### src/rtl/input_conditioner_pkg.sv
// ---------------------------------------------------------------------------
// input_conditioner_pkg
// Shared definitions (ic_defs) for the input conditioner: debounce FSM state
// encodings and the default qualification length.
// ---------------------------------------------------------------------------
package input_conditioner_pkg;

    // Encoding keeps bit 1 equal to the accepted level in the ST_* states.
    typedef enum logic [1:0] {
        ST_LOW   = 2'b00,
        CHK_HIGH = 2'b01,
        ST_HIGH  = 2'b11,
        CHK_LOW  = 2'b10
    } ic_state_t;

    localparam int DEBOUNCE_DEFAULT = 4;

endpackage

### src/rtl/input_conditioner_if.sv
// ---------------------------------------------------------------------------
// input_conditioner_if
// Groups the raw button input and the conditioned outputs.
//   BTN_IN : raw asynchronous input (driven by the master side)
//   X_OUT  : debounced level
//   X_RISE : one-cycle strobe on 0->1 of X_OUT
//   X_FALL : one-cycle strobe on 1->0 of X_OUT
// master = the environment driving the button, slave = the conditioner.
// ---------------------------------------------------------------------------
interface input_conditioner_if;
    logic BTN_IN;
    logic X_OUT;
    logic X_RISE;
    logic X_FALL;

    modport master (
        output BTN_IN,
        input  X_OUT,
        input  X_RISE,
        input  X_FALL
    );

    modport slave (
        input  BTN_IN,
        output X_OUT,
        output X_RISE,
        output X_FALL
    );
endinterface

### src/rtl/sync_2ff.sv
// ---------------------------------------------------------------------------
// sync_2ff
// Two-flop synchronizer for a single asynchronous bit.
//   CLK : system clock
//   RST : synchronous active-high reset, clears both flops
//   d   : asynchronous input
//   q   : synchronized output (second flop)
// ---------------------------------------------------------------------------
module sync_2ff (
    input  logic CLK,
    input  logic RST,
    input  logic d,
    output logic q
);

    logic sync1;

    always_ff @(posedge CLK) begin
        if (RST) begin
            sync1 <= 1'b0;
            q     <= 1'b0;
        end else begin
            sync1 <= d;
            q     <= sync1;
        end
    end

endmodule

### src/rtl/input_conditioner.sv
// ---------------------------------------------------------------------------
// input_conditioner
// Turns a raw, bouncing one-bit input into a clean clock-synchronous level
// plus one-cycle rise/fall strobes. A 2-flop synchronizer feeds a 4-state
// debounce FSM; a new level is accepted only after DEBOUNCE_CYCLES
// consecutive synchronized samples agree.
//   CLK : system clock
//   RST : synchronous active-high reset
//   io  : slave side of input_conditioner_if (BTN_IN in; X_OUT/X_RISE/X_FALL out)
// Parameters:
//   DEBOUNCE_CYCLES : samples needed to accept a level (2..255)
//   CNT_W           : counter width, 2**CNT_W > DEBOUNCE_CYCLES
// ---------------------------------------------------------------------------
module input_conditioner
    import input_conditioner_pkg::*;
#(
    parameter int DEBOUNCE_CYCLES = DEBOUNCE_DEFAULT,
    parameter int CNT_W           = 8
) (
    input  logic                 CLK,
    input  logic                 RST,
    input_conditioner_if.slave   io
);

    logic             sync2;
    ic_state_t        state;
    ic_state_t        state_nxt;
    logic [CNT_W-1:0] cnt;
    logic [CNT_W-1:0] cnt_nxt;
    logic             x_out_q;
    logic             x_out_nxt;
    logic             x_rise_q;
    logic             x_rise_nxt;
    logic             x_fall_q;
    logic             x_fall_nxt;
    logic             at_limit;

    sync_2ff u_sync (
        .CLK (CLK),
        .RST (RST),
        .d   (io.BTN_IN),
        .q   (sync2)
    );

    // The count already holds N-1 agreeing samples; the current one is the Nth.
    assign at_limit = (cnt == CNT_W'(DEBOUNCE_CYCLES - 1));

    // State, counter and output registers
    always_ff @(posedge CLK) begin
        if (RST) begin
            state    <= ST_LOW;
            cnt      <= '0;
            x_out_q  <= 1'b0;
            x_rise_q <= 1'b0;
            x_fall_q <= 1'b0;
        end else begin
            state    <= state_nxt;
            cnt      <= cnt_nxt;
            x_out_q  <= x_out_nxt;
            x_rise_q <= x_rise_nxt;
            x_fall_q <= x_fall_nxt;
        end
    end

    // Next-state logic
    always_comb begin
        state_nxt = state;
        case (state)
            ST_LOW:   if (sync2)         state_nxt = CHK_HIGH;
            CHK_HIGH: if (!sync2)        state_nxt = ST_LOW;
                      else if (at_limit) state_nxt = ST_HIGH;
            ST_HIGH:  if (!sync2)        state_nxt = CHK_LOW;
            CHK_LOW:  if (sync2)         state_nxt = ST_HIGH;
                      else if (at_limit) state_nxt = ST_LOW;
            default:                     state_nxt = ST_LOW;
        endcase
    end

    // Output and counter logic; strobes default low every cycle and the
    // counter is cleared on every qualification or abort.
    always_comb begin
        cnt_nxt    = cnt;
        x_out_nxt  = x_out_q;
        x_rise_nxt = 1'b0;
        x_fall_nxt = 1'b0;
        case (state)
            ST_LOW:   cnt_nxt = sync2 ? CNT_W'(1) : '0;
            CHK_HIGH: begin
                if (!sync2) begin
                    cnt_nxt = '0;
                end else if (at_limit) begin
                    cnt_nxt    = '0;
                    x_out_nxt  = 1'b1;
                    x_rise_nxt = 1'b1;
                end else begin
                    cnt_nxt = cnt + CNT_W'(1);
                end
            end
            ST_HIGH:  cnt_nxt = sync2 ? '0 : CNT_W'(1);
            CHK_LOW:  begin
                if (sync2) begin
                    cnt_nxt = '0;
                end else if (at_limit) begin
                    cnt_nxt    = '0;
                    x_out_nxt  = 1'b0;
                    x_fall_nxt = 1'b1;
                end else begin
                    cnt_nxt = cnt + CNT_W'(1);
                end
            end
            default:  cnt_nxt = '0;
        endcase
    end

    assign io.X_OUT  = x_out_q;
    assign io.X_RISE = x_rise_q;
    assign io.X_FALL = x_fall_q;

endmodule

### src/flat_wrapper.sv
// flat-port wrapper written by rule: the top's interface ports become plain ports
module input_conditioner_flat import input_conditioner_pkg::*;
#(
    parameter int DEBOUNCE_CYCLES = DEBOUNCE_DEFAULT,
    parameter int CNT_W           = 8
)
  (CLK, RST, io_BTN_IN, io_X_OUT, io_X_RISE, io_X_FALL);
  input_conditioner_if io_i ();
  input  logic CLK;
  input  logic RST;
  input wire logic [$bits(io_i.BTN_IN)-1:0] io_BTN_IN;
  output wire logic [$bits(io_i.X_OUT)-1:0] io_X_OUT;
  output wire logic [$bits(io_i.X_RISE)-1:0] io_X_RISE;
  output wire logic [$bits(io_i.X_FALL)-1:0] io_X_FALL;
  assign io_i.BTN_IN = io_BTN_IN;
  assign io_X_OUT = io_i.X_OUT;
  assign io_X_RISE = io_i.X_RISE;
  assign io_X_FALL = io_i.X_FALL;
  input_conditioner #(.DEBOUNCE_CYCLES(DEBOUNCE_CYCLES), .CNT_W(CNT_W)) u_core (.CLK(CLK), .RST(RST), .io(io_i));
endmodule
### config.mk
export PLATFORM = sky130hd
export DESIGN_NAME = input_conditioner_flat
export DESIGN_NICKNAME = d
export VERILOG_FILES = /design/src/rtl/input_conditioner_pkg.sv /design/src/rtl/input_conditioner_if.sv /design/src/rtl/sync_2ff.sv /design/src/rtl/input_conditioner.sv /design/src/flat_wrapper.sv
export SDC_FILE = /design/constraint.sdc
export NUM_CORES = 1
export LEC_CHECK = 0
export BUFFER_PORTS_ARGS = -buffer_cell sky130_fd_sc_hd__buf_2
export CAP_MARGIN = 25
export CORE_UTILIZATION = 45
export CTS_CLUSTER_DIAMETER = 200
export DETAILED_ROUTE_END_ITERATION = 8
export RECOVER_POWER = 50
export SYNTH_ARGS = -nofsm -noshare
export SYNTH_HDL_FRONTEND = slang
export SYNTH_HIERARCHICAL = 1
export SYNTH_SLANG_ARGS = --single-unit
export TNS_END_PERCENT = 20
### constraint.sdc
create_clock -name CLK -period 3.7 [get_ports CLK]
set_input_delay 0.74 -clock CLK [delete_from_list [all_inputs] [get_ports CLK]]
set_output_delay 0.74 -clock CLK [all_outputs]
set_load 0.1 [all_outputs]
==> flow_summary.ini <==
[routing]
vias = 535
drc = 0
avgRoutedWirePerCell_um = 11.2
first_iter_violations = 8
dr.pass1.iters = 4
ant_nets = 0
finalWirelength_um = 1110
viasPerCell = 5.40

[timing]
setup_tns_ps = 0
finalSetupViolations = 0
worst_pin_slew_ps = 488
rsz0062_at_grt = no
fmax_mhz = 470
whs_ps = 459
slew_violations = 0
min_period_over_period_pct = 57.5
finClkSkew_ps = 4.54
worst_slack_ps = 1570
hold_viol_final = 0
finalCriticalPeriod_ps = 2130
relSlewSlack_pct = 67.0

[yosys]
synth_seq_cells = 15
synth_edf_count = 0
yosys_warnings = 6
ys_seq_area_share_pct = 40.5
synth_nets = 84
synthFlopType = dfxtp_1
synth_cell_types = 27
async_flop_share_pct = 0
syn_area_per_cell_um2 = 9.88
syn-instance-count = 75
synth_area_um2 = 741

[power]
leakage_nw = 0.294
p_per_area_nw_per_um2 = 395
peakVddDrop_v = 0.000225

[clock_network]
clk-insertion-delay-late_ps = 280
clk_pin_slew_ps = 90
ctsResizeCount = 0
cts_made_buffers = 3
ctsHoldBuffers = 0
cts.sinks = 15
cts_tree = yes
clockRootBuffer = clkbuf_4
cts.htree.levels = 1
clk_path_buf_depth = 2
postCtsSetupBuffers = 0

[finish]
antennaDiodeCount = 0
final_layout_size_suffix_gt1_share_pct = 15.7
final_nets = 93
multiInputGateArea_um2 = 369
syn_to_final_growth_pct = 2.53
fillers = 151
seqCellArea_um2 = 300
final_cell_area_um2 = 759

[global_route]
grt_max_degree = 10
grt_usage_pct = 14.5
grt_pass1_vias = 476
grt_pass1_wl_um = 1950
grt_overflow = 0
grt_antenna_before_repair = 0

[worst_setup_path]
r2r_slack_ps = 1570
end_kind = flip-flop
r2r_end = u_core/state[1]$_SDFFE_PP0P_
r2r-start = u_core/cnt[0]$_SDFF_PP0_
arrival_ps = 2340
critPathKind = reg2reg
crit_path_max_fanout = 7
required_ps = 3910
r2r_cells = 5
worstSetupStartpointType = flip-flop

[floorplan]
start_util_pct = 48.6
ioPinCount = 6
coreArea_um2 = 1520
rows = 14
dieHeight_um = 42.6
dieArea_um2 = 1810
dieWidth_um = 42.6

[hold_path]
hold_path_end = u_core/u_sync/q$_SDFF_PP0_
whs_path_depth = 1
min_path_type = reg2reg
worstHoldStart = u_core/u_sync/sync1$_SDFF_PP0_

[outcome]
outcome = finished clean

[placement]
pre_cts_slack_ps = 1890
place.gp.congestion = 0.709
io_buffers = 5
dp_hpwl_um = 837
dpl_cell_area_um2 = 753

[job]
drv_cap = 0
state kept, by name, indices dropped and copies added, names as in the netlist:
register,count
u_core/u_sync/q,1
u_core/cnt,8
u_core/state,2
u_core/io.X_FALL,1
u_core/io.X_RISE,1
u_core/u_sync/sync1,1
u_core/io.X_OUT,1
worst max path at each step:
stage	start	to	cells after the start
global route	u_core/cnt[0]$_SDFF_PP0_	u_core/state[1]$_SDFFE_PP0P_	5
detailed placement	u_core/cnt[0]$_SDFF_PP0_	u_core/state[1]$_SDFFE_PP0P_	5
global placement	u_core/cnt[0]$_SDFF_PP0_	u_core/state[1]$_SDFFE_PP0P_	5
floorplan	u_core/cnt[0]$_SDFF_PP0_	u_core/state[1]$_SDFFE_PP0P_	5
CTS	u_core/cnt[0]$_SDFF_PP0_	u_core/state[1]$_SDFFE_PP0P_	5
finish	u_core/cnt[0]$_SDFF_PP0_	u_core/state[1]$_SDFFE_PP0P_	5
through the flow:
stage / util (%) / std cells / power (mW)
2_1_floorplan: - / 75 / 0.207
3_3_place_gp: 49.4 / 95 / 0.211
3_5_place_dp: 49.4 / 95 / 0.212
4_1_cts: 51.2 / 99 / 0.304
5_1_grt: 49.8 / 99 / 0.316
6_report: 49.8 / 99 / 0.300
cell type report:
cell class | count | area share (%)
Clock buffer | 3 | 2.97
Clock inverter | 1 | 0.659
Inverter | 5 | 2.47
Multi-Input combinational cell | 54 | 48.6
Sequential cell | 15 | 39.5
Tap cell | 16 | 2.64
Timing Repair Buffer | 5 | 3.13
cell usage in the layout (no fill, tap or decap):
master    Yosys  routed
clkbuf_4      0       3
or4_1         1       1
a22oi_1       0       1
and3_2        2       2
nand3_1       5       5
nor3_1        2       2
nand2_1       3       3
nor3_2        1       1
a21oi_1       5       5
a21o_1        1       1
a211oi_1      1       1
buf_2         0       4
inv_1         5       5
nand2b_1      1       1
clkbuf_1      0       1
xnor2_1       1       1
o31ai_1       1       1
nor2b_1       2       2
o21ai_0       2       2
nand4_1       1       1
nor2_1        8       8
clkinv_2      0       1
ha_1          6       6
nor4b_1       0       1
and3_1        1       1
or3_2         1       1
xor2_1        5       5
a221oi_1      1       1
dfxtp_1      15      15
mux2_2        1       1
power by group:
part           leakage (nW)  switching [mW]  internal (mW)  total, mW
logic                 0.155          0.0228         0.0137     0.0365
clock network        0.0177          0.0517         0.0401     0.0918
registers             0.122         0.00493          0.166      0.171
worst max-delay path, cell delays in order (launching register included):
cell and delay [ps]:
dfxtp_1 390, ha_1 240, nor4b_1 440, a22oi_1 290, or4_1 560, a21oi_1 150
per-layer routing:
metal	global-route usage (%)	part of all wire [%]
met2	21.2	42
met5	0	0
met4	5.63	0.90
met3	6.47	4.2
met1	18.7	52
cell usage after synthesis (2+ instances only):
| cell | count | area share (%) |
|---|---|---|
| nor3_1 | 2 | 1.4 |
| o21ai_0 | 2 | 1.4 |
| nor2b_1 | 2 | 1.7 |
| and3_2 | 2 | 2.0 |
| dfxtp_1 | 15 | 41 |
| xor2_1 | 5 | 5.9 |
| nand3_1 | 5 | 3.4 |
| inv_1 | 5 | 2.5 |
| a21oi_1 | 5 | 3.4 |
| ha_1 | 6 | 10 |
| nor2_1 | 8 | 4.1 |
| nand2_1 | 3 | 1.5 |
cell families after synthesis:
group                    share of synthesized area (%)
AO/OA/AOI/OAI                                     10.6
XOR/XNOR                                          7.09
adder cells (fa/ha/maj)                           10.1
buffers and inverters                             6.93
flip-flops                                        40.5
multiplexers                                      1.52
AND/OR/NAND/NOR                                   23.1
No activity file was read; power rests on OpenSTA's default activity.
